--- src/rtl/memory_access_stage_pkg.sv ---
// Shared processor types for the memory access stage: access sizes, trap causes, result bundle.
// Latency: n/a (types and constants only).
// Backpressure: n/a.
package memory_access_stage_pkg;

    localparam int PKG_XLEN       = 32;
    localparam int PKG_REG_ADDR_W = 5;

    typedef enum logic [1:0] {
        MEM_BYTE    = 2'd0,
        MEM_HALF    = 2'd1,
        MEM_WORD    = 2'd2,
        MEM_ILLEGAL = 2'd3   // behaves as a word access
    } MemAccessSize;

    localparam logic [3:0] CAUSE_LOAD_MISALIGNED  = 4'd4;
    localparam logic [3:0] CAUSE_LOAD_FAULT       = 4'd5;
    localparam logic [3:0] CAUSE_STORE_MISALIGNED = 4'd6;
    localparam logic [3:0] CAUSE_STORE_FAULT      = 4'd7;

    // Everything the register-write stage sees for one instruction.
    typedef struct packed {
        logic                      valid;
        logic [PKG_XLEN-1:0]       pc;
        logic                      reg_write_enable;
        logic [PKG_REG_ADDR_W-1:0] dst_reg_addr;
        logic [PKG_XLEN-1:0]       dst_reg_value;
        logic                      trap_valid;
        logic [3:0]                trap_cause;
        logic [PKG_XLEN-1:0]       trap_value;
    } mem_result_t;

endpackage

--- src/rtl/memory_access_stage_if.sv ---
// Single-outstanding request/acknowledge data-memory port.
// Latency: n/a (signal bundle); master holds request fields stable until ack.
// Backpressure: the slave stretches a request simply by withholding mem_ack.
interface memory_access_stage_if #(
    parameter int XLEN = 32
) ();
    logic            mem_req;
    logic            mem_we;
    logic [XLEN-1:0] mem_addr;
    logic [XLEN-1:0] mem_wdata;
    logic [3:0]      mem_byte_en;
    logic            mem_ack;
    logic [XLEN-1:0] mem_rdata;

    modport master (
        output mem_req, mem_we, mem_addr, mem_wdata, mem_byte_en,
        input  mem_ack, mem_rdata
    );

    modport slave (
        input  mem_req, mem_we, mem_addr, mem_wdata, mem_byte_en,
        output mem_ack, mem_rdata
    );
endinterface

--- src/rtl/memory_access_stage_load_store_aligner.sv ---
// Lane steering for a 32-bit data bus: store replication, byte enables, load extension, misalign check.
// Latency: purely combinational.
// Backpressure: none; outputs follow inputs.
module load_store_aligner
    import memory_access_stage_pkg::*;
#(
    parameter int XLEN = 32
) (
    input  MemAccessSize    size,
    input  logic            is_unsigned,
    input  logic [1:0]      offset,
    input  logic [XLEN-1:0] store_value,
    input  logic [XLEN-1:0] rdata,
    output logic [XLEN-1:0] wdata,
    output logic [3:0]      byte_en,
    output logic [XLEN-1:0] load_data,
    output logic            misaligned
);
    logic [7:0]  load_byte;
    logic [15:0] load_half;

    // Select the addressed lane, replicate store data across lanes, extend load data.
    always_comb begin
        load_byte  = rdata[{offset, 3'b000} +: 8];
        load_half  = offset[1] ? rdata[31:16] : rdata[15:0];
        wdata      = store_value;
        byte_en    = 4'b1111;
        load_data  = rdata;
        misaligned = 1'b0;
        case (size)
            MEM_BYTE: begin
                wdata     = {(XLEN/8){store_value[7:0]}};
                byte_en   = 4'b0001 << offset;
                load_data = is_unsigned ? {{(XLEN-8){1'b0}}, load_byte}
                                        : {{(XLEN-8){load_byte[7]}}, load_byte};
            end
            MEM_HALF: begin
                wdata      = {(XLEN/16){store_value[15:0]}};
                byte_en    = offset[1] ? 4'b1100 : 4'b0011;
                load_data  = is_unsigned ? {{(XLEN-16){1'b0}}, load_half}
                                         : {{(XLEN-16){load_half[15]}}, load_half};
                misaligned = offset[0];
            end
            default: begin
                misaligned = (offset != 2'b00);
            end
        endcase
    end
endmodule

--- src/rtl/memory_access_stage.sv ---
// Memory access stage: loads/stores over a one-outstanding req/ack port, traps, registered result.
// Latency: 1 cycle for non-memory ops and misaligned traps; ack cycle + 1 for memory ops.
// Backpressure: stall is high for the whole WAIT state; inputs are ignored while stalled.
// Optional build macro MEMORY_ACCESS_TIMEOUT_EN adds an ack watchdog raising access-fault traps.
module memory_access_stage
    import memory_access_stage_pkg::*;
#(
    parameter int XLEN           = PKG_XLEN,
    parameter int REG_ADDR_W     = PKG_REG_ADDR_W,
    parameter int TIMEOUT_CYCLES = 255
) (
    input  logic                  clk,
    input  logic                  rst,
    input  logic                  flush,
    input  logic                  in_valid,
    input  logic [XLEN-1:0]       in_pc,
    input  logic                  in_load,
    input  logic                  in_store,
    input  logic [1:0]            in_size,
    input  logic                  in_unsigned,
    input  logic [XLEN-1:0]       in_addr,
    input  logic [XLEN-1:0]       in_store_value,
    input  logic                  in_reg_write_enable,
    input  logic [REG_ADDR_W-1:0] in_dst_reg_addr,
    input  logic [XLEN-1:0]       in_dst_reg_value,
    input  logic                  in_trap_valid,
    input  logic [3:0]            in_trap_cause,
    input  logic [XLEN-1:0]       in_trap_value,
    output logic                  stall,
    memory_access_stage_if.master mem,
    output logic                  out_valid,
    output logic [XLEN-1:0]       out_pc,
    output logic                  out_reg_write_enable,
    output logic [REG_ADDR_W-1:0] out_dst_reg_addr,
    output logic [XLEN-1:0]       out_dst_reg_value,
    output logic                  out_trap_valid,
    output logic [3:0]            out_trap_cause,
    output logic [XLEN-1:0]       out_trap_value
);
    localparam logic [0:0] S_IDLE = 1'b0;
    localparam logic [0:0] S_WAIT = 1'b1;

    // A zero-cycle watchdog has no meaning; this empty block flags such a setting in the hierarchy.
    if (TIMEOUT_CYCLES < 1) begin : g_timeout_cycles_must_be_positive
    end

    logic [0:0]            state;
    logic                  waiting;
    logic                  killed;      // flushed while the bus access is still in flight

    // Request latched at the IDLE->WAIT transition, held stable for the bus.
    logic [XLEN-1:0]       req_pc;
    logic                  req_is_load;
    MemAccessSize          req_size;
    logic                  req_unsigned;
    logic [XLEN-1:0]       req_addr;
    logic [XLEN-1:0]       req_wdata;
    logic [3:0]            req_byte_en;
    logic [REG_ADDR_W-1:0] req_rd;
    logic                  req_rwe;

    mem_result_t           result_q;

    MemAccessSize          al_size;
    logic                  al_unsigned;
    logic [1:0]            al_offset;
    logic [XLEN-1:0]       al_wdata;
    logic [3:0]            al_byte_en;
    logic [XLEN-1:0]       al_load_data;
    logic                  al_misaligned;
    logic                  is_mem_op;
    logic                  timeout_hit;

    assign waiting   = (state == S_WAIT);
    assign stall     = waiting;
    assign is_mem_op = in_load | in_store;

    // The aligner formats the incoming op in IDLE and the latched load's return data in WAIT.
    assign al_size     = waiting ? req_size     : MemAccessSize'(in_size);
    assign al_unsigned = waiting ? req_unsigned : in_unsigned;
    assign al_offset   = waiting ? req_addr[1:0] : in_addr[1:0];

    load_store_aligner #(.XLEN(XLEN)) u_aligner (
        .size        (al_size),
        .is_unsigned (al_unsigned),
        .offset      (al_offset),
        .store_value (in_store_value),
        .rdata       (mem.mem_rdata),
        .wdata       (al_wdata),
        .byte_en     (al_byte_en),
        .load_data   (al_load_data),
        .misaligned  (al_misaligned)
    );

    assign mem.mem_req     = waiting;
    assign mem.mem_we      = waiting & ~req_is_load;
    assign mem.mem_addr    = {req_addr[XLEN-1:2], 2'b00};
    assign mem.mem_wdata   = req_wdata;
    assign mem.mem_byte_en = waiting ? req_byte_en : 4'b0000;

`ifdef MEMORY_ACCESS_TIMEOUT_EN
    localparam int CNT_W = ($clog2(TIMEOUT_CYCLES + 1) > 8) ? $clog2(TIMEOUT_CYCLES + 1) : 8;
    logic [CNT_W-1:0] wait_cnt;

    // Count cycles spent waiting for ack; cleared whenever the stage is idle.
    always_ff @(posedge clk or posedge rst) begin
        if (rst) begin
            wait_cnt <= '0;
        end else if (waiting) begin
            wait_cnt <= wait_cnt + 1'b1;
        end else begin
            wait_cnt <= '0;
        end
    end

    assign timeout_hit = waiting && (wait_cnt == CNT_W'(TIMEOUT_CYCLES - 1));
`else
    assign timeout_hit = 1'b0;
`endif

    // Stage FSM: accept from execute in IDLE, hold the bus in WAIT, register one result per op.
    always_ff @(posedge clk or posedge rst) begin
        if (rst) begin
            state        <= S_IDLE;
            killed       <= 1'b0;
            req_pc       <= '0;
            req_is_load  <= 1'b0;
            req_size     <= MEM_BYTE;
            req_unsigned <= 1'b0;
            req_addr     <= '0;
            req_wdata    <= '0;
            req_byte_en  <= '0;
            req_rd       <= '0;
            req_rwe      <= 1'b0;
            result_q     <= '0;
        end else begin
            result_q.valid <= 1'b0;
            case (state)
                S_IDLE: begin
                    if (in_valid && !flush) begin
                        if (in_trap_valid || !is_mem_op) begin
                            result_q.valid            <= 1'b1;
                            result_q.pc               <= in_pc;
                            result_q.reg_write_enable <= in_reg_write_enable & ~in_store;
                            result_q.dst_reg_addr     <= in_dst_reg_addr;
                            result_q.dst_reg_value    <= in_dst_reg_value;
                            result_q.trap_valid       <= in_trap_valid;
                            result_q.trap_cause       <= in_trap_cause;
                            result_q.trap_value       <= in_trap_value;
                        end else if (al_misaligned) begin
                            result_q.valid            <= 1'b1;
                            result_q.pc               <= in_pc;
                            result_q.reg_write_enable <= 1'b0;
                            result_q.dst_reg_addr     <= in_dst_reg_addr;
                            result_q.dst_reg_value    <= in_dst_reg_value;
                            result_q.trap_valid       <= 1'b1;
                            result_q.trap_cause       <= in_load ? CAUSE_LOAD_MISALIGNED
                                                                 : CAUSE_STORE_MISALIGNED;
                            result_q.trap_value       <= in_addr;
                        end else begin
                            state        <= S_WAIT;
                            killed       <= 1'b0;
                            req_pc       <= in_pc;
                            req_is_load  <= in_load;
                            req_size     <= MemAccessSize'(in_size);
                            req_unsigned <= in_unsigned;
                            req_addr     <= in_addr;
                            req_wdata    <= al_wdata;
                            req_byte_en  <= al_byte_en;
                            req_rd       <= in_dst_reg_addr;
                            req_rwe      <= in_reg_write_enable & in_load;
                        end
                    end
                end
                S_WAIT: begin
                    if (flush) begin
                        killed <= 1'b1;
                    end
                    if (mem.mem_ack) begin
                        state <= S_IDLE;
                        if (!(killed || flush)) begin
                            result_q.valid            <= 1'b1;
                            result_q.pc               <= req_pc;
                            result_q.reg_write_enable <= req_rwe;
                            result_q.dst_reg_addr     <= req_rd;
                            result_q.dst_reg_value    <= al_load_data;
                            result_q.trap_valid       <= 1'b0;
                            result_q.trap_cause       <= '0;
                            result_q.trap_value       <= '0;
                        end
                    end else if (timeout_hit) begin
                        state <= S_IDLE;
                        if (!(killed || flush)) begin
                            result_q.valid            <= 1'b1;
                            result_q.pc               <= req_pc;
                            result_q.reg_write_enable <= 1'b0;
                            result_q.dst_reg_addr     <= req_rd;
                            result_q.trap_valid       <= 1'b1;
                            result_q.trap_cause       <= req_is_load ? CAUSE_LOAD_FAULT
                                                                     : CAUSE_STORE_FAULT;
                            result_q.trap_value       <= req_addr;
                        end
                    end
                end
                default: state <= S_IDLE;
            endcase
        end
    end

    assign out_valid            = result_q.valid;
    assign out_pc               = result_q.pc;
    assign out_reg_write_enable = result_q.reg_write_enable;
    assign out_dst_reg_addr     = result_q.dst_reg_addr;
    assign out_dst_reg_value    = result_q.dst_reg_value;
    assign out_trap_valid       = result_q.trap_valid;
    assign out_trap_cause       = result_q.trap_cause;
    assign out_trap_value       = result_q.trap_value;
endmodule

--- src/flat_wrapper.sv ---
// flat-port wrapper written by rule: the top's interface ports become plain ports
module memory_access_stage_flat import memory_access_stage_pkg::*;
#(
    parameter int XLEN           = PKG_XLEN,
    parameter int REG_ADDR_W     = PKG_REG_ADDR_W,
    parameter int TIMEOUT_CYCLES = 255
)
  (clk, rst, flush, in_valid, in_pc, in_load, in_store, in_size, in_unsigned, in_addr, in_store_value, in_reg_write_enable, in_dst_reg_addr, in_dst_reg_value, in_trap_valid, in_trap_cause, in_trap_value, stall, out_valid, out_pc, out_reg_write_enable, out_dst_reg_addr, out_dst_reg_value, out_trap_valid, out_trap_cause, out_trap_value, mem_mem_req, mem_mem_we, mem_mem_addr, mem_mem_wdata, mem_mem_byte_en, mem_mem_ack, mem_mem_rdata);
  memory_access_stage_if #(.XLEN(XLEN)) mem_i ();
  input  logic clk;
  input  logic rst;
  input  logic flush;
  input  logic in_valid;
  input  logic [XLEN-1:0] in_pc;
  input  logic in_load;
  input  logic in_store;
  input  logic [1:0] in_size;
  input  logic in_unsigned;
  input  logic [XLEN-1:0] in_addr;
  input  logic [XLEN-1:0] in_store_value;
  input  logic in_reg_write_enable;
  input  logic [REG_ADDR_W-1:0] in_dst_reg_addr;
  input  logic [XLEN-1:0] in_dst_reg_value;
  input  logic in_trap_valid;
  input  logic [3:0] in_trap_cause;
  input  logic [XLEN-1:0] in_trap_value;
  output logic stall;
  output logic out_valid;
  output logic [XLEN-1:0] out_pc;
  output logic out_reg_write_enable;
  output logic [REG_ADDR_W-1:0] out_dst_reg_addr;
  output logic [XLEN-1:0] out_dst_reg_value;
  output logic out_trap_valid;
  output logic [3:0] out_trap_cause;
  output logic [XLEN-1:0] out_trap_value;
  output wire logic [$bits(mem_i.mem_req)-1:0] mem_mem_req;
  output wire logic [$bits(mem_i.mem_we)-1:0] mem_mem_we;
  output wire logic [$bits(mem_i.mem_addr)-1:0] mem_mem_addr;
  output wire logic [$bits(mem_i.mem_wdata)-1:0] mem_mem_wdata;
  output wire logic [$bits(mem_i.mem_byte_en)-1:0] mem_mem_byte_en;
  input wire logic [$bits(mem_i.mem_ack)-1:0] mem_mem_ack;
  input wire logic [$bits(mem_i.mem_rdata)-1:0] mem_mem_rdata;
  assign mem_mem_req = mem_i.mem_req;
  assign mem_mem_we = mem_i.mem_we;
  assign mem_mem_addr = mem_i.mem_addr;
  assign mem_mem_wdata = mem_i.mem_wdata;
  assign mem_mem_byte_en = mem_i.mem_byte_en;
  assign mem_i.mem_ack = mem_mem_ack;
  assign mem_i.mem_rdata = mem_mem_rdata;
  memory_access_stage #(.XLEN(XLEN), .REG_ADDR_W(REG_ADDR_W), .TIMEOUT_CYCLES(TIMEOUT_CYCLES)) u_core (.clk(clk), .rst(rst), .flush(flush), .in_valid(in_valid), .in_pc(in_pc), .in_load(in_load), .in_store(in_store), .in_size(in_size), .in_unsigned(in_unsigned), .in_addr(in_addr), .in_store_value(in_store_value), .in_reg_write_enable(in_reg_write_enable), .in_dst_reg_addr(in_dst_reg_addr), .in_dst_reg_value(in_dst_reg_value), .in_trap_valid(in_trap_valid), .in_trap_cause(in_trap_cause), .in_trap_value(in_trap_value), .stall(stall), .mem(mem_i), .out_valid(out_valid), .out_pc(out_pc), .out_reg_write_enable(out_reg_write_enable), .out_dst_reg_addr(out_dst_reg_addr), .out_dst_reg_value(out_dst_reg_value), .out_trap_valid(out_trap_valid), .out_trap_cause(out_trap_cause), .out_trap_value(out_trap_value));
endmodule
--- config.mk ---
export PLATFORM = sky130hd
export DESIGN_NAME = memory_access_stage_flat
export DESIGN_NICKNAME = d
export VERILOG_FILES = /design/src/rtl/memory_access_stage_pkg.sv /design/src/rtl/memory_access_stage_if.sv /design/src/rtl/memory_access_stage_load_store_aligner.sv /design/src/rtl/memory_access_stage.sv /design/src/flat_wrapper.sv
export SDC_FILE = /design/constraint.sdc
export NUM_CORES = 1
export LEC_CHECK = 0
export ABC_CLOCK_PERIOD_IN_PS = 6700
export CAP_MARGIN = 25
export CORE_ASPECT_RATIO = 0.6
export CORE_MARGIN = 4
export CORE_UTILIZATION = 41
export CTS_BUF_LIST = sky130_fd_sc_hd__clkbuf_2 sky130_fd_sc_hd__clkbuf_4 sky130_fd_sc_hd__clkbuf_8
export DETAILED_ROUTE_END_ITERATION = 12
export GPL_TIMING_DRIVEN = 0
export HOLD_SLACK_MARGIN = 0.15
export PLACE_DENSITY_LB_ADDON = 0.05
export SKIP_CTS_REPAIR_TIMING = 1
export SLEW_MARGIN = 30
export SYNTH_ARGS = -nofsm -noshare
export SYNTH_HDL_FRONTEND = slang
export SYNTH_SLANG_ARGS = --single-unit
--- constraint.sdc ---
create_clock -name clk -period 6.7 [get_ports clk]
set_input_delay 1.005 -clock clk [delete_from_list [all_inputs] [get_ports clk]]
set_output_delay 1.005 -clock clk [all_outputs]
set_load 0.1 [all_outputs]
### Yosys cells after proc, flatten, opt, wreduce, memory -nomap -nowiden

Cells that the tools add are included.

* register bits after elaboration: 220
* bits in latches: 0
* RAM bits: 0
* bits in read-only memories: 0
* logic and storage cells: 79
* memories: 0

* $add $sub $neg: 0
* $mul: 0
* div/mod/pow operators: 0
* magnitude comparators: 0
* equality and inequality tests: 8
* shift operators: 2
* mux-type cells: 31
* bitwise operators: 9
* reduce and logical (&&, ||, !) cells: 10

Operators with widths (number)
* two-way mux 108 bit: 4
* one-hot mux 108 bit (2 select lines): 1
* one-hot mux 32 bit (2 select lines): 2
* two-way mux 32 bit: 3
* two-way mux 39 bit: 1
* two-way mux 37 bit: 1
* indexed part select 32 x 6 -> 8 bit: 1
* two-way mux 16 bit: 1
* AND reduction 4 bit: 3
* inequality test 2 bit (second input constant): 5
* two-way mux 1 bit: 9
* two-way mux 4 bit: 2
* one-hot mux 4 bit (2 select lines): 1
* two-way mux 2 bit: 3
* one-hot mux 1 bit (2 select lines): 3
* inverter 1 bit: 5
* left shift 1 x 2 -> 4 bit (first input constant): 1
* AND 1 bit: 3
* inequality test 3 x 1 -> 1 bit (second input constant): 1
* == test 2 x 1 -> 1 bit (second input constant): 1
* zero test 1 bit: 2
* zero test 2 bit: 1
* logical OR 1 bit: 2
* inequality test 2 x 1 -> 1 bit (second input constant): 1
* 3 further kinds: 3

### Longest topological paths before layout

Gate-level depths: netlist of the first run.

* depth in word-level cells: 7
* mapped depth: 10

### By module

A second synthesis of the first run with hierarchy kept.

* cells, all modules: 1064
* area total of the unflattened synthesis: 11656.2 um^2

By module, submodules not included
* memory_access_stage: instances 1, cells each 890, area each 10351.2 um^2, seq. area each 5505.3 um^2
* load_store_aligner: instances 1, cells each 174, area each 1305.0 um^2, seq. area each 0.0 um^2

### Worst setup path after synthesis of the first run

OpenSTA, ideal clock, no wires.

* path type: register to output
* start: reg u_core.state (netlist: u_core.mem.mem_req)
* end: out mem_mem_we
* arrival: 2.511 ns
* data required time: 5.695 ns
* slack: 3.184 ns
* cell stages (with the launch flop): 4
* path through: dfrtp_1 -> buf_6 -> inv_2 -> nor2_1

* cells in the longest elaborated chain, start to end: 1

Ends and longest elaborated chain
* from (decl): RTL line memory_access_stage.sv:47 `logic [0:0] state;`
* from (signal assigned): RTL line memory_access_stage.sv:124 `state <= S_IDLE;`
* from (signal assigned): RTL line memory_access_stage.sv:161 `state <= S_WAIT;`
* from (signal assigned): RTL line memory_access_stage.sv:180 `state <= S_IDLE;`
* AND 1 bit: RTL line memory_access_stage.sv:96 `assign mem.mem_we = waiting & ~req_is_load;`
* to (decl): RTL line flat_wrapper.sv:37 `output wire logic [$bits(mem_i.mem_we)-1:0] mem_mem_we;`

Every way passes these cells.

### Worst setup path after layout of the first run

* start: reg u_core.state (netlist: u_core.mem.mem_req)
* end: out mem_mem_byte_en[0]

* cells in the longest elaborated chain, start to end: 1

Ends and longest elaborated chain
* two-way mux 4 bit: RTL line memory_access_stage.sv:99 `assign mem.mem_byte_en = waiting ? req_byte_en : 4'b0000;`
* to (decl): RTL line flat_wrapper.sv:40 `output wire logic [$bits(mem_i.mem_byte_en)-1:0] mem_mem_byte_en;`

Every way passes these cells.

==> run_results.csv, run 1 <==
group,metric,value,unit
run_status,status,"completed",
clocking,cts_max_level,2,
clocking,cts_tree,"built",
global_route,grt_pass1_vias,9956,
detailed_routing,wire_per_inst,21.3,um
final_layout,area_growth,49.9,%
clocking,worst_skew_pair.late_latency,550,ps
global_route,grt_overflow,0,
clocking,cts_buffer_depth,3,
sta,fin_skew,15.5,ps
yosys,yosysTopAreaCell,"dfrtp_1",
clocking,numClockSinks,220,
sta,rsz0062_at_grt,"no",
run,drv_cap,0,
setup_path,cpMostUsedCell,"buf_6",
final_layout,final_cells,1881,
setup_path,slowest_delay,1150,ps
die,initial_core_util,42.0,%
sta,slew_viol_final,0,
final_layout,multiInputGateArea,3900,sq um
die,io_pins,392,
sta,worst_pin_slew,1050,ps
setup_path,endpoint_kind,"output port",
yosys,synth_edf_count,0,
setup_path,path_cells,"buf_6 -> buf_6 -> buf_2 -> and2_1 -> clkdlybuf4s50_1",
placed_design,pre_cts_ws,2830,ps
yosys,ys.flop_type,"dfrtp_1",
yosys,synth_cells,1099,
die,num_rows,44,
placed_design,dp_hpwl,30700,um
yosys,syn_avg_cell_area,9.29,sq um
global_route,grt_pass1_wl,59700,um
sta,finalHoldViolations,0,
clocking,cts-buffers-inserted,36,
yosys,yosysMostFrequentCell,"nand2_1",
detailed_routing,drtPass1Iterations,10,
power,power_density,427,nW/um^2
die,die_y,130,um
detailed_routing,finalWirelength,40000,um
detailed_routing,ant_nets,0,
die,dieArea,27600,sq um
yosys,yosys_warnings,0,
global_route,grt_usage,28.1,%
placed_design,place_congestion,0.928,
min_path,hold_path.class,"reg2reg",
final_layout,drive_above_1_share,11.7,%
yosys,ys_seq_elements,220,
setup_path,worst_ep_required_time,5690,ps
setup_path,path_max_fanout,10,
detailed_routing,drt_iter0_markers,1009,
final_layout,final_nets,1747,
setup_path,arrival,2860,ps
placed_design,io_buffers,388,
sta,min_period,3870,ps
sta,maxSlewHeadroom,29.5,%
yosys,async_reset_ff_share,100,%
yosys,synth_top_area_share,53.9,%
yosys,ys_seq_area_share,53.9,%
power,ir_drop,0.247,mV
sta,worst_slack,2830,ps
setup_path,cp_num_buf_inv,4,
final_layout,register_area,5510,sq um
sta,timing.fmax,0.258,GHz
final_layout,fill_cells,2153,
clocking,cts.clk_slew.worst_paths,60,ps
yosys,synth_common_cells,"nand2_1, dfrtp_1, o21ai_0",
setup_path,critPathKind,"reg2out",
yosys,syn_area,10200,sq um
die,fp.dieW,212,um
sta,setup_tns,0,ps
yosys,synth_cell_types,53,
detailed_routing,drc,0,
sta,period_share,57.7,%
placed_design,dp_cells,1818,
setup_path,cp_slowest_cell,"clkdlybuf4s50_1",
sta,finalSetupViolations,0,
global_route,grt_max_degree,30,
yosys,synth_area_leaders,"dfrtp_1, nand2_1, a222oi_1",
setup_path,start_kind,"flip-flop",
die,core-area,24300,sq um
global_route,antenna_found_initial,6,
setup_path,r2r_setup_slack,3980,ps
detailed_routing,via_per_inst,5.37,
detailed_routing,vias,10100,
clocking,cts_root_buf,"clkbuf_8",
power,p_leak,7.14,nW
setup_path,crit_family,"buffers and inverters",
[worst paths after layout]
kind / cells after the start / endpoint / from
min in group asynchronous: 2 / u_core.out_pc[14] / rst
worst max-delay path: 5 / mem_mem_byte_en[0] / u_core.mem.mem_req
worst max register to register: 7 / u_core.out_dst_reg_value[13] / u_core.mem.mem_req
worst min-delay path: 2 / u_core.mem.mem_wdata[7] / u_core.mem.mem_wdata[7]
max in group asynchronous: 5 / u_core.mem.mem_wdata[2] / rst
worst min register to register: 2 / u_core.mem.mem_wdata[7] / u_core.mem.mem_wdata[7]
[registers in the layout (all words and copies together), names as in the netlist, 2 cells and up]
name	flops
u_core.out_trap_cause	4
u_core.out_dst_reg_addr	5
u_core.req_pc	32
u_core.out_trap_value	32
u_core.req_byte_en	4
u_core.out_pc	32
u_core.req_addr	32
u_core.mem.mem_wdata	32
u_core.out_dst_reg_value	32
u_core.req_size	2
u_core.req_rd	5
[tightest hold or removal path, stage by stage, from the launching register on]
cell and delay, ps:
dfrtp_1 330, nand2_1 50, nand2_1 60
[cells in the final DEF (no fill, tap or decap), drive strengths merged, types with 3 or more instances in the layout]
master         Yosys  final
clkbuf            31     89
a31oi             16     16
a222oi            49     49
nor2b              5      5
clkinvlp           0      3
o21ai             66     66
nand2            379    379
clkdlybuf4s50      0    368
a22oi             32     32
mux2               3      3
a21oi             28     28
a32o               3      3
a2bb2oi           32     32
nor3               3      3
o31ai             18     18
mux2i             15     15
dfrtp            220    220
buf               82    110
and2               5      5
nor2              35     35
nand2b             6      6
inv               41     40
[power breakdown]
group / internal, W / switching [W] / leakage [nW]
logic: 0.000851 / 0.00259 / 4.02
clock network: 0.000657 / 0.000552 / 0.380
registers: 0.00168 / 0.000205 / 2.74
total: 0.00319 / 0.00334 / 7.14
[cell families after synthesis]
family | synth area share [%]
simple gates | 17.0
compound gates | 19.2
flops | 53.9
buf+inv | 7.91
mux | 1.92
other cells | 0.0367
[stage by stage]
stage / hold slack, ps / total power, W / util, % / area (sq um)
final: 469 / 0.00653 / 62.9 / 15300
after global routing: 483 / 0.00680 / 62.9 / 15300
after CTS: 475 / 0.00658 / 63.1 / 15300
after detailed placement: 461 / 0.00535 / 60.1 / 14600
after global placement: 453 / 0.00533 / 59.6 / 14500
after floorplan: 438 / 0.00442 / - / 10200
[area by class of cell]
cell class / instances / area share, %
clock buffer: 58 / 4.56
multi-input combinational: 726 / 25.5
timing repair buffer: 396 / 25.9
tap: 322 / 2.63
inverter: 41 / 1.03
antenna: 2 / 0.0327
sequential: 220 / 36.0
clock inverter: 3 / 0.131
buffer: 113 / 4.27
[layer usage]
layer	global-route usage (%)	share of wire [%]	vias up
met3	8.70	10	49
met1	41.0	45	4947
met4	6.43	1.7	6
met5	0	0.085	-
met2	41.1	43	448
li1	-	-	4643
Note: power is estimated with default switching activity, not from simulation.
==> run 2: changes to the inputs <==
ABC_CLOCK_PERIOD_IN_PS = 3600   (was 6700)
CORE_UTILIZATION = 45   (was 41)
clock period = 3.6 ns   (was 6.7 ns; I/O delays follow)
==> run 2 against run 1 <==
Compared with the run above:
- clock skew decreased by 2.3 ps
- worst setup slack got worse by 2600 ps
- first-iteration DRC count shrank 5.1%
- worst hold slack got worse by 76 ps
- die area fell by 8.5%
- power up 87%
- global-route usage up 1.7 points
- clock power rose by 86%
- routed wire length down 2.4%
- sequential power increased by 86%
- core utilization is 6.4 points higher
- sequential share of layout area is 0.17 points lower
- largest cell class unchanged
- highest routed layer unchanged
==> run_results.csv, run 2 (synthesis gave the netlist of run 1 again) <==
group,metric,value,unit
setup_path,critPathLaunch,"u_core.mem.mem_req",
global_route,grtUsageMet3,10.0,%
global_route,grt_overflow,0,
clocking,worst_skew_pair.late_latency,520,ps
final_layout,mostFrequentLayoutCells,"nand2_1, clkdlybuf4s50_1, dfrtp_1",
sta,setup_tns,0,ps
global_route,grt_max_degree,30,
global_route,grt_pass1_wl,59300,um
setup_path,critPathKind,"reg2out",
placed_design,dp_hpwl,30100,um
clocking,cts_tree,"built",
sta,slew_viol_final,0,
sta,timing.fmax,0.296,GHz
clocking,cts_max_level,2,
global_route,antenna_found_initial,2,
detailed_routing,via_per_inst,5.40,
detailed_routing,drt_iter0_markers,958,
setup_path,path_max_fanout,10,
die,num_rows,42,
final_layout,drive_above_1_share,11.2,%
sta,finalHoldViolations,0,
final_layout,register_area,5510,sq um
power,ir_drop,0.453,mV
setup_path,timing.rr.end,"u_core.out_dst_reg_value[13]",
placed_design,place_congestion,0.894,
clocking,numClockSinks,220,
setup_path,endpoint_kind,"output port",
final_layout,multiInputGateArea,3900,sq um
detailed_routing,finalWirelength,39100,um
global_route,grt_busiest_layer,"met2",
setup_path,r2r_setup_slack,930,ps
global_route,grtUsageMet2,44.1,%
sta,fin_skew,13.2,ps
detailed_routing,ant_nets,0,
min_path,hold_path.class,"in2reg",
die,dieArea,25200,sq um
sta,period_share,93.8,%
final_layout,final_area,15400,sq um
final_layout,final_common_cell,"nand2_1",
clocking,cts-buffers-inserted,36,
global_route,grt_pass1_vias,9878,
placed_design,io_buffers,388,
die,core-area,22200,sq um
power,power_density,793,nW/um^2
detailed_routing,drc,0,
clocking,cts.clk_slew.worst_paths,60,ps
final_layout,final_nets,1748,
clocking,cts_buffer_depth,3,
detailed_routing,wire_per_inst,20.9,um
setup_path,worst_ep_required_time,3060,ps
die,die_y,125,um
detailed_routing,vias,10100,
setup_path,crit_path_end,"mem_mem_byte_en[0]",
setup_path,r2r_cells,7,
placed_design,dpl_cell_area,14700,sq um
final_layout,area_growth,50.6,%
run,drv_cap,0,
die,io_pins,392,
run_status,status,"completed",
final_layout,fill_cells,1796,
die,initial_core_util,46.0,%
sta,min_period,3380,ps
sta,maxSlewHeadroom,29.7,%
sta,rsz0062_at_grt,"no",
setup_path,arrival,2840,ps
clocking,cts_root_buf,"clkbuf_8",
sta,finalSetupViolations,0,
setup_path,worst_r2r_startpoint,"u_core.mem.mem_req",
setup_path,start_kind,"flip-flop",
global_route,use_met1,43.1,%
global_route,grt_usage,29.8,%
sta,worst_pin_slew,1050,ps
power,p_leak,7.16,nW
die,fp.dieW,202,um
detailed_routing,drtPass1Iterations,10,
## run 2: where the power goes
part           leakage, nW  internal [W]  total, W  switching (W)
sequential            2.74       0.00313   0.00352       0.000388
clock                0.392       0.00123   0.00225        0.00103
combinational         4.03       0.00161   0.00642        0.00481
total                 7.16       0.00597    0.0122        0.00622
## run 2: layout make-up
cell class                 count  area share (%)
tap                          308            2.51
multi-input combinational    726            25.4
buffer                       113            4.25
timing repair buffer         397            26.3
sequential                   220            35.8
antenna                        1          0.0163
clock buffer                  54            4.51
clock inverter                 6           0.220
inverter                      41            1.03
## run 2: how the worst min path moves through the flow
stage	end	depth (start not counted)	from	slack, ps
floorplan	u_core.req_byte_en[0]	2	u_core.req_byte_en[0]	440
global placement	u_core.out_trap_cause[2]	2	u_core.out_trap_cause[2]	450
detailed placement	u_core.out_trap_cause[2]	2	u_core.out_trap_cause[2]	460
CTS	u_core.req_addr[1]	3	in_addr[1]	360
global route	u_core.req_addr[1]	3	in_addr[1]	380
finish	u_core.req_addr[1]	3	in_addr[1]	390
## run 2: metrics by stage
stage | instances | utilization (%) | setup WS, ps | hold WS (ps) | power (W)
5_1_grt | 1866 | 69.3 | 112 | 382 | 0.0126
6_report | 1866 | 69.3 | 224 | 393 | 0.0122
3_5_place_dp | 1805 | 66.2 | 139 | 459 | 0.00997
2_1_floorplan | 1100 | - | 192 | 438 | 0.00823
3_3_place_gp | 1796 | 65.3 | -1640 | 451 | 0.00988
4_1_cts | 1865 | 69.5 | 165 | 364 | 0.0122
## run 2: layer usage
metal	up-vias	wire (um)
met5	-	16
met1	4843	17200
met2	518	16800
li1	4636	-
met4	2	804
met3	70	4260
## run 2: critical path, cell delays in order, from the launching register on
cell	delay, ps
dfrtp_1	430
buf_6	180
buf_6	150
buf_2	260
and2_1	160
clkdlybuf4s50_1	1150
